$ cat src/rtl/ps2_key_assembler.sv
`default_nettype none
// ============================================================================
// Module      : ps2_key_assembler
// Description : Groups PS/2 set-2 scan-code bytes (E0/F0/E1 prefixes plus the
//               final code) into one 65-bit ps2_key event word with a toggle bit.
//               Optional macro PS2_KEY_HOSTRSP_EN drops host-response bytes in IDLE.
// Revision    : 1.0 - initial release
// ============================================================================
module ps2_key_assembler #(
    parameter int TIMEOUT_CYC = 1000000
) (
    input  logic        clk_sys,
    input  logic        reset,
    input  logic        byte_valid,
    input  logic [7:0]  byte_data,
    output logic [64:0] ps2_key,
    output logic        key_strobe,
    output logic        busy,
    output logic        seq_err
);

    localparam int c_TW = $clog2(TIMEOUT_CYC + 1);
    localparam logic [c_TW-1:0] c_TMO_LAST = c_TW'(TIMEOUT_CYC - 1);
    localparam logic [c_TW-1:0] c_TMO_ONE  = c_TW'(1);

    typedef enum logic [1:0] {
        S_IDLE   = 2'd0,
        S_PREFIX = 2'd1,
        S_HOLD   = 2'd2,
        S_PAUSE  = 2'd3
    } state_t;

    state_t          r_state;
    logic [63:0]     r_sreg;
    logic [3:0]      r_cnt;
    logic [c_TW-1:0] r_tmo;

    logic [63:0] w_sreg_nxt;
    logic        w_is_pfx;
    logic        w_fake;
    logic        w_full;
    logic        w_drop;
    logic        w_emit;
    logic        w_discard;
    logic        w_collect;
    state_t      w_state_nxt;

    assign w_sreg_nxt = {r_sreg[55:0], byte_data};
    assign w_is_pfx   = (byte_data == 8'hE0) || (byte_data == 8'hF0);
    assign w_full     = (r_cnt == 4'd8);
    // Fake shift: a 12 directly after E0 or E0 F0 belongs to a longer sequence.
    assign w_fake     = (byte_data == 8'h12) &&
                        (((r_cnt == 4'd1) && (r_sreg[7:0]  == 8'hE0)) ||
                         ((r_cnt == 4'd2) && (r_sreg[15:0] == 16'hE0F0)));

`ifdef PS2_KEY_HOSTRSP_EN
    assign w_drop = (byte_data == 8'hFA) || (byte_data == 8'hAA) ||
                    (byte_data == 8'hFE) || (byte_data == 8'hEE) ||
                    (byte_data == 8'h00) || (byte_data == 8'hFF);
`else
    assign w_drop = 1'b0;
`endif

    always_comb begin
        w_emit      = 1'b0;
        w_discard   = 1'b0;
        w_collect   = 1'b0;
        w_state_nxt = r_state;
        if (byte_valid) begin
            case (r_state)
                S_IDLE: begin
                    if (!w_drop) begin
                        if (byte_data == 8'hE1) begin
                            w_collect   = 1'b1;
                            w_state_nxt = S_PAUSE;
                        end else if (w_is_pfx) begin
                            w_collect   = 1'b1;
                            w_state_nxt = S_PREFIX;
                        end else begin
                            w_emit = 1'b1;
                        end
                    end
                end
                S_PAUSE: begin
                    if (r_cnt == 4'd7) begin
                        w_emit      = 1'b1;
                        w_state_nxt = S_IDLE;
                    end else begin
                        w_collect = 1'b1;
                    end
                end
                default: begin
                    if (w_full) begin
                        w_discard   = 1'b1;
                        w_state_nxt = S_IDLE;
                    end else if (w_is_pfx) begin
                        w_collect   = 1'b1;
                        w_state_nxt = S_PREFIX;
                    end else if ((r_state == S_PREFIX) && w_fake) begin
                        w_collect   = 1'b1;
                        w_state_nxt = S_HOLD;
                    end else begin
                        w_emit      = 1'b1;
                        w_state_nxt = S_IDLE;
                    end
                end
            endcase
        end else if ((r_state != S_IDLE) && (r_tmo == c_TMO_LAST)) begin
            w_discard   = 1'b1;
            w_state_nxt = S_IDLE;
        end
    end

    always_ff @(posedge clk_sys) begin
        if (reset) begin
            r_state    <= S_IDLE;
            r_sreg     <= 64'd0;
            r_cnt      <= 4'd0;
            r_tmo      <= '0;
            ps2_key    <= 65'd0;
            key_strobe <= 1'b0;
            busy       <= 1'b0;
            seq_err    <= 1'b0;
        end else begin
            key_strobe <= w_emit;
            seq_err    <= w_discard;
            r_state    <= w_state_nxt;
            busy       <= (w_state_nxt != S_IDLE);
            if (w_emit) begin
                ps2_key <= {~ps2_key[64], w_sreg_nxt};
                r_sreg  <= 64'd0;
                r_cnt   <= 4'd0;
            end else if (w_discard) begin
                r_sreg  <= 64'd0;
                r_cnt   <= 4'd0;
            end else if (w_collect) begin
                r_sreg  <= w_sreg_nxt;
                r_cnt   <= r_cnt + 4'd1;
            end
            // Idle counter only runs while a sequence is open and no byte arrives.
            if (byte_valid || (w_state_nxt == S_IDLE)) begin
                r_tmo <= '0;
            end else begin
                r_tmo <= r_tmo + c_TMO_ONE;
            end
        end
    end

endmodule
`default_nettype wire

$ cat config.mk
export PLATFORM = sky130hd
export DESIGN_NAME = ps2_key_assembler
export DESIGN_NICKNAME = d
export VERILOG_FILES = /design/src/rtl/ps2_key_assembler.sv
export SDC_FILE = /design/constraint.sdc
export NUM_CORES = 1
export LEC_CHECK = 0
export ABC_AREA = 0
export CAP_MARGIN = 20
export CELL_PAD_IN_SITES_DETAIL_PLACEMENT = 0
export CELL_PAD_IN_SITES_GLOBAL_PLACEMENT = 1
export CORE_MARGIN = 5
export CORE_UTILIZATION = 46
export DETAILED_ROUTE_END_ITERATION = 6
export PLACE_DENSITY_LB_ADDON = 0.08
export RECOVER_POWER = 25
export SLEW_MARGIN = 15
export SYNTH_ARGS = -nofsm -noshare
export SYNTH_HDL_FRONTEND = slang
export SYNTH_SLANG_ARGS = --single-unit
$ cat constraint.sdc
create_clock -name clk_sys -period 4.3 [get_ports clk_sys]
set_input_delay 0.645 -clock clk_sys [delete_from_list [all_inputs] [get_ports clk_sys]]
set_output_delay 0.645 -clock clk_sys [all_outputs]
set_load 0.02 [all_outputs]
==> metrics, run 1 <==
status=completed; area share of the largest cell type after synthesis=54.0%; EDFF count, synth=0; Tmin final=3300 ps; CTS tree=built; Initial DRT Pass Iterations=4; Yosys top cell by area=dfxtp_1; fin crit share=76.7%; final slew viol count=0; part of the power in registers=46.0%; Yosys warning total=0; worst-path maximum fanout=38; Gate power share=4.4%; layout cell share with drive strength beyond 1=7.12%; Tot GR Track Use=17.1%; Nets=610; most common flop cell mapped by yosys=dfxtp_1; Mapped Area=5560 sq um; Max IR drop VDD=242 uV; register bit count reported by yosys=150; commonest non-fill, non-tap cell in the layout=dfxtp_1; Seq/Total Area, Yosys=54.0%; # clock sinks=150; gr ovfl total=0; initial antenna violation count=0; Initial Util=46.7%; CP Launch Type=register; RSZ-0062 raised after global routing=no; post-cts gate resize count=0; Maximum Capacitance Violations=0; H-tree lvl count=4; Ports=79; Setup CP Type=reg2reg; CTS Hold Bufs=0; P_sw=0.655 mW; number of unique standard cell types used by synthesis=45; Post-CTS Setup Bufs=0; Synthesized Nets=540; global-route wire length before repair=19,800 microns; Min-Delay Path Class=reg2reg; Syn Inst Count=521; row cnt=40; vias=3,976; first-iteration detailed-routing DRC count=232; Die X=120 microns; Setup violations, final=0; n_diodes=0; Clk pin slew, worst setup/hold paths=60 ps; Int Power=2.41 mW; Routed Antenna Nets=0; CTS max path bufs=2; PortBufs=78; cts bufs inserted=17; vias in the first global route=3,962; Sw Share=21.4%; P_leak=3.09 nW; Crit. End Element=register; core box area=11,900 sq um; Layout Area Growth over Synthesis=26.1%; final hold vios=0; P per Cell Area=436 nW/um^2; largest net degree at the start of global routing=65; worst-margin pin slew=755 ps; Die ar.=14,400 sq um; Worst-Skew Late Latency=420 ps; number of vias per cell=5.29; Critical Path RT=4660 ps; Die Y-Extent=120 microns; Post-Route Utilization=58.9%; root buffer cell=clkbuf_16; Arr. time, crit path=3650 ps; final wirelength=11,700 microns; Synth async-reset ratio=0%; Slew headroom=49.7%; syn avg cell area=10.7 sq um; Clk pwr share=49.6%; GP Congestion=0.840; Setup TNS Final=0 ps; skew final=8.28 ps; WL/cell=15.6 microns; most frequent cells in the layout=dfxtp_1, nor2_1, a22o_1; detailed-placement wirelength estimate=7860 microns; # DRC=0; max frequency=0.303 GHz; Synth area leaders=dfxtp_1, mux2i_1, a22o_1, nor2_1, xor2_1
## synthesized netlist by cell type (2+ instances only)
cell,instances
dfxtp_1,150
nor2_1,88
a22o_1,64
mux2i_1,57
xor2_1,14
nand3_1,12
inv_1,11
nand2_1,11
clkbuf_1,10
ha_1,8
nand4_1,7
buf_4,6
buf_6,6
xnor2_1,6
a21oi_1,5
and4_1,5
buf_1,5
buf_2,5
nor3_1,5
nor4_1,5
nor4b_1,4
or3_1,4
and3_1,3
o21ai_0,3
a211o_1,2
a41oi_1,2
nand3b_1,2
nand4b_1,2
o21a_1,2
o31ai_1,2
## state kept, by name, summed over array words and instances, names as in the netlist
| name | count |
|---|---|
| key_strobe | 1 |
| r_tmo | 20 |
| r_cnt | 4 |
| seq_err | 1 |
| busy | 1 |
| r_sreg | 56 |
| r_state | 2 |
| ps2_key | 65 |
## layout make-up
type                       count  area, sq um
fill                        1018         4890
inverter                      11         41.3
timing repair buffer          83          818
sequential                   150         3000
tap                          147          184
clock inverter                12          151
multi-input combinational    328         2350
clock buffer                  20          467
## worst max-delay path, cell delays in order, from the launching register on
cell,delay [ps]
dfxtp_1,400
inv_1,80
ha_1,470
inv_1,140
o21a_1,130
a221oi_1,480
and2_1,240
nor2b_4,570
buf_4,490
a22o_1,200
## per-layer routing
layer  routed length (microns)  vias up  track usage, %
met4                       232        0            7.37
li1                          -     1995               -
met1                      5550     1878            21.7
met3                       453       19            4.48
met2                      5470       84            27.6
met5                         0        -               0
## logic make-up (layout without fill, tap and decap cells)
kind of cell	count (synthesis)	in the layout	share of synthesized area (%)
mux	57	57	10.3
simple gates	156	156	13.5
xor+xnor	20	20	3.15
buf+inv	43	126	4.23
compound gates	87	87	13.1
flops	150	150	54.0
fa+ha+maj	8	8	1.80
## power groups by stage
stage               clock network (mW)  registers [mW]  logic (mW)
floorplan                            0            1.45      0.0895
global placement                     0            1.44       0.137
detailed placement                   0            1.44       0.138
CTS                               1.54            1.41       0.139
global route                      1.61            1.41       0.148
finish                            1.52            1.41       0.135
## final timing paths
kind | cells after the start | endpoint | start | slack [ps]
worst min-delay path | 1 | ps2_key[60]$_SDFFE_PP0P_ | r_sreg[52]$_SDFFE_PP0P_ | 460
worst min register to register | 1 | ps2_key[60]$_SDFFE_PP0P_ | r_sreg[52]$_SDFFE_PP0P_ | 460
worst max register to register | 9 | ps2_key[45]$_SDFFE_PP0P_ | r_state[0]$_SDFF_PP0_ | 1000
worst max-delay path | 9 | ps2_key[45]$_SDFFE_PP0P_ | r_state[0]$_SDFF_PP0_ | 1000
## through the flow
step                area [sq um]  hold WS [ps]  total power [mW]  setup WS [ps]  cells
finish                      7020           462              3.06           1000    751
CTS                         7020           467              3.09            997    751
detailed placement          6400           454              1.58            658    719
global placement            6400           449              1.58            738    719
global route                7020           488              3.17            691    751
floorplan                   5560           430              1.54           1750    521
(Power assumes the default switching activity.)
==> run 2: changes to the inputs <==
--- a/config.mk
+++ b/config.mk
@@ -10,7 +10,7 @@
 export CELL_PAD_IN_SITES_DETAIL_PLACEMENT = 0
 export CELL_PAD_IN_SITES_GLOBAL_PLACEMENT = 1
 export CORE_MARGIN = 5
-export CORE_UTILIZATION = 46
+export CORE_UTILIZATION = 42
 export DETAILED_ROUTE_END_ITERATION = 6
 export PLACE_DENSITY_LB_ADDON = 0.08
 export RECOVER_POWER = 25
==> constraint.sdc (replaced) <==
create_clock -name clk_sys -period 3.1 [get_ports clk_sys]
set_input_delay 0.465 -clock clk_sys [delete_from_list [all_inputs] [get_ports clk_sys]]
set_output_delay 0.465 -clock clk_sys [all_outputs]
set_load 0.02 [all_outputs]
==> run 2 against run 1 <==
Effect of this change: non-clock buffer count increased by 12; power increased by 42%; sequential power grew 38%; clock power increased by 43%; combinational power grew 55%; design area grew 2.6%; critical path depth unchanged; critical path type unchanged.
==> metrics, run 2 (same netlist as run 1, synthesis figures left out) <==
status=completed; reg2reg path depth=9 (unchanged); final instance area=7200 sq um (+2.6%); Initial Util=42.4% (-4.4 points); layout cell share with drive strength beyond 1=8.93% (+1.8 points); sequential cell area=3000 sq um (unchanged); CTS tree=built; root buffer cell=clkbuf_16; Place WS=141 ps (-518 ps); Die ar.=15,700 sq um (+8.7%); global-route wire length before repair=20,500 microns (+3.6%); Setup TNS Final=0 ps (unchanged); row cnt=42 (+5.0%); initial antenna violation count=0 (unchanged); WL/cell=15.2 microns (-2.8%); skew final=9.83 ps (+1.55 ps); CTS max path bufs=2 (unchanged); n_diodes=0 (unchanged); Finished Layout Cells=792 (+5.5%); final slew viol count=0 (unchanged); vias in the first global route=4,138 (+4.4%); Setup CP Type=reg2reg; R2R setup slack=470 ps (-530 ps); RSZ-0062 raised after global routing=no; final wirelength=12,000 microns (+2.5%); Tmin final=2630 ps (-671 ps); Largest register FFs=65 (unchanged); Cells on Worst Hold Path=1 (unchanged); # DRC=0 (unchanged); Largest regs=ps2_key: 65 flops, r_sreg: 56 flops, r_tmo: 20 flops; Slew headroom=64.4% (+15 points); Arr. time, crit path=2930 ps (-720 ps); Setup violations, final=0 (unchanged); Die X=125 microns (+4.3%); Die Y-Extent=125 microns (+4.3%); most frequent cells in the layout=dfxtp_1, nor2_1, a22o_1; fin crit share=84.7% (+8.1 points); fillcell total=1,200 (+18%); worst-margin pin slew=530 ps (-225 ps); Routed Antenna Nets=0 (unchanged); P per Cell Area=603 nW/um^2 (+38%); Pwr Total=4.35 mW (+42%); post-cts gate resize count=0 (unchanged); commonest non-fill, non-tap cell in the layout=dfxtp_1; CP Launch Type=register; P_leak=3.17 nW (+2.6%); CTS Hold Bufs=0 (unchanged); Critical Path RT=3410 ps (-1250 ps); Initial DRT Pass Iterations=4 (unchanged); Tot GR Track Use=15.9% (-1.2 points); vias=4,063 (+2.2%); max frequency=0.381 GHz (+26%); H-tree lvl count=4 (unchanged); Post-Route Utilization=54.8% (-4.1 points); Worst-Skew Late Latency=420 ps (about the same); Nets=622 (+2.0%); Clk pin slew, worst setup/hold paths=60 ps (about the same); Layout Area Growth over Synthesis=29.4%; Post-DP Area=6560 sq um (+2.6%); # clock sinks=150 (unchanged); GP Congestion=0.799 (-4.8%); detailed-placement wirelength estimate=8210 microns (+4.5%); largest net degree at the start of global routing=63 (-3.1%); final hold vios=0 (unchanged); number of vias per cell=5.13 (-3.1%); Min-Delay Path Class=reg2reg; core box area=13,100 sq um (+10%); Post-CTS Setup Bufs=0 (unchanged); Maximum Capacitance Violations=0 (unchanged); area of the multi-input gates=2350 sq um (unchanged); first-iteration detailed-routing DRC count=173 (-25%); DP Cell Count=760 (+5.7%); Final WS setup=473 ps (-529 ps); worst-path maximum fanout=13 (-66%); Largest Register=ps2_key; gr ovfl total=0 (unchanged); cts bufs inserted=17 (unchanged); Crit. End Element=register; PortBufs=78 (unchanged); Hold WS=461 ps (-1.86 ps); Ports=79 (unchanged); Max IR drop VDD=380 uV (+57%)
## run 2: area by class of cell
class | count | area share [%]
multi-input combinational | 328 | 32.7
clock buffer | 18 | 6.10
timing repair buffer | 95 | 13.1
tap | 176 | 3.06
sequential | 150 | 41.7
inverter | 11 | 0.573
clock inverter | 14 | 2.75
## run 2: critical path, stage by stage (launching register included)
cell	delay, ps
dfxtp_1	320
inv_1	110
ha_1	190
or3b_1	340
or4_1	380
or3_1	410
and2_1	170
nor2b_4	190
buf_4	210
a22o_1	180
## run 2: worst paths after layout
path,start,to
setup / recovery,r_state[1]$_SDFF_PP0_,ps2_key[4]$_SDFFE_PP0P_
hold / removal,r_tmo[0]$_SDFF_PP0_,r_tmo[0]$_SDFF_PP0_
setup reg to reg,r_state[1]$_SDFF_PP0_,ps2_key[4]$_SDFFE_PP0P_
hold reg to reg,r_tmo[0]$_SDFF_PP0_,r_tmo[0]$_SDFF_PP0_
## run 2: layer usage
| layer | part of all wire (%) | wire [microns] | global-route usage, % |
|---|---|---|---|
| met1 | 48 | 5800 | 20.6 |
| met2 | 46 | 5520 | 25.2 |
| met3 | 4.4 | 531 | 4.99 |
| met4 | 1.3 | 155 | 5.61 |
| met5 | 0 | 0 | 0 |
## run 2: where the power goes
part,switching [mW],leakage [nW],internal [mW]
logic,0.125,1.66,0.0844
clock network,0.808,0.306,1.38
registers,0.00988,1.21,1.94
total,0.942,3.17,3.40
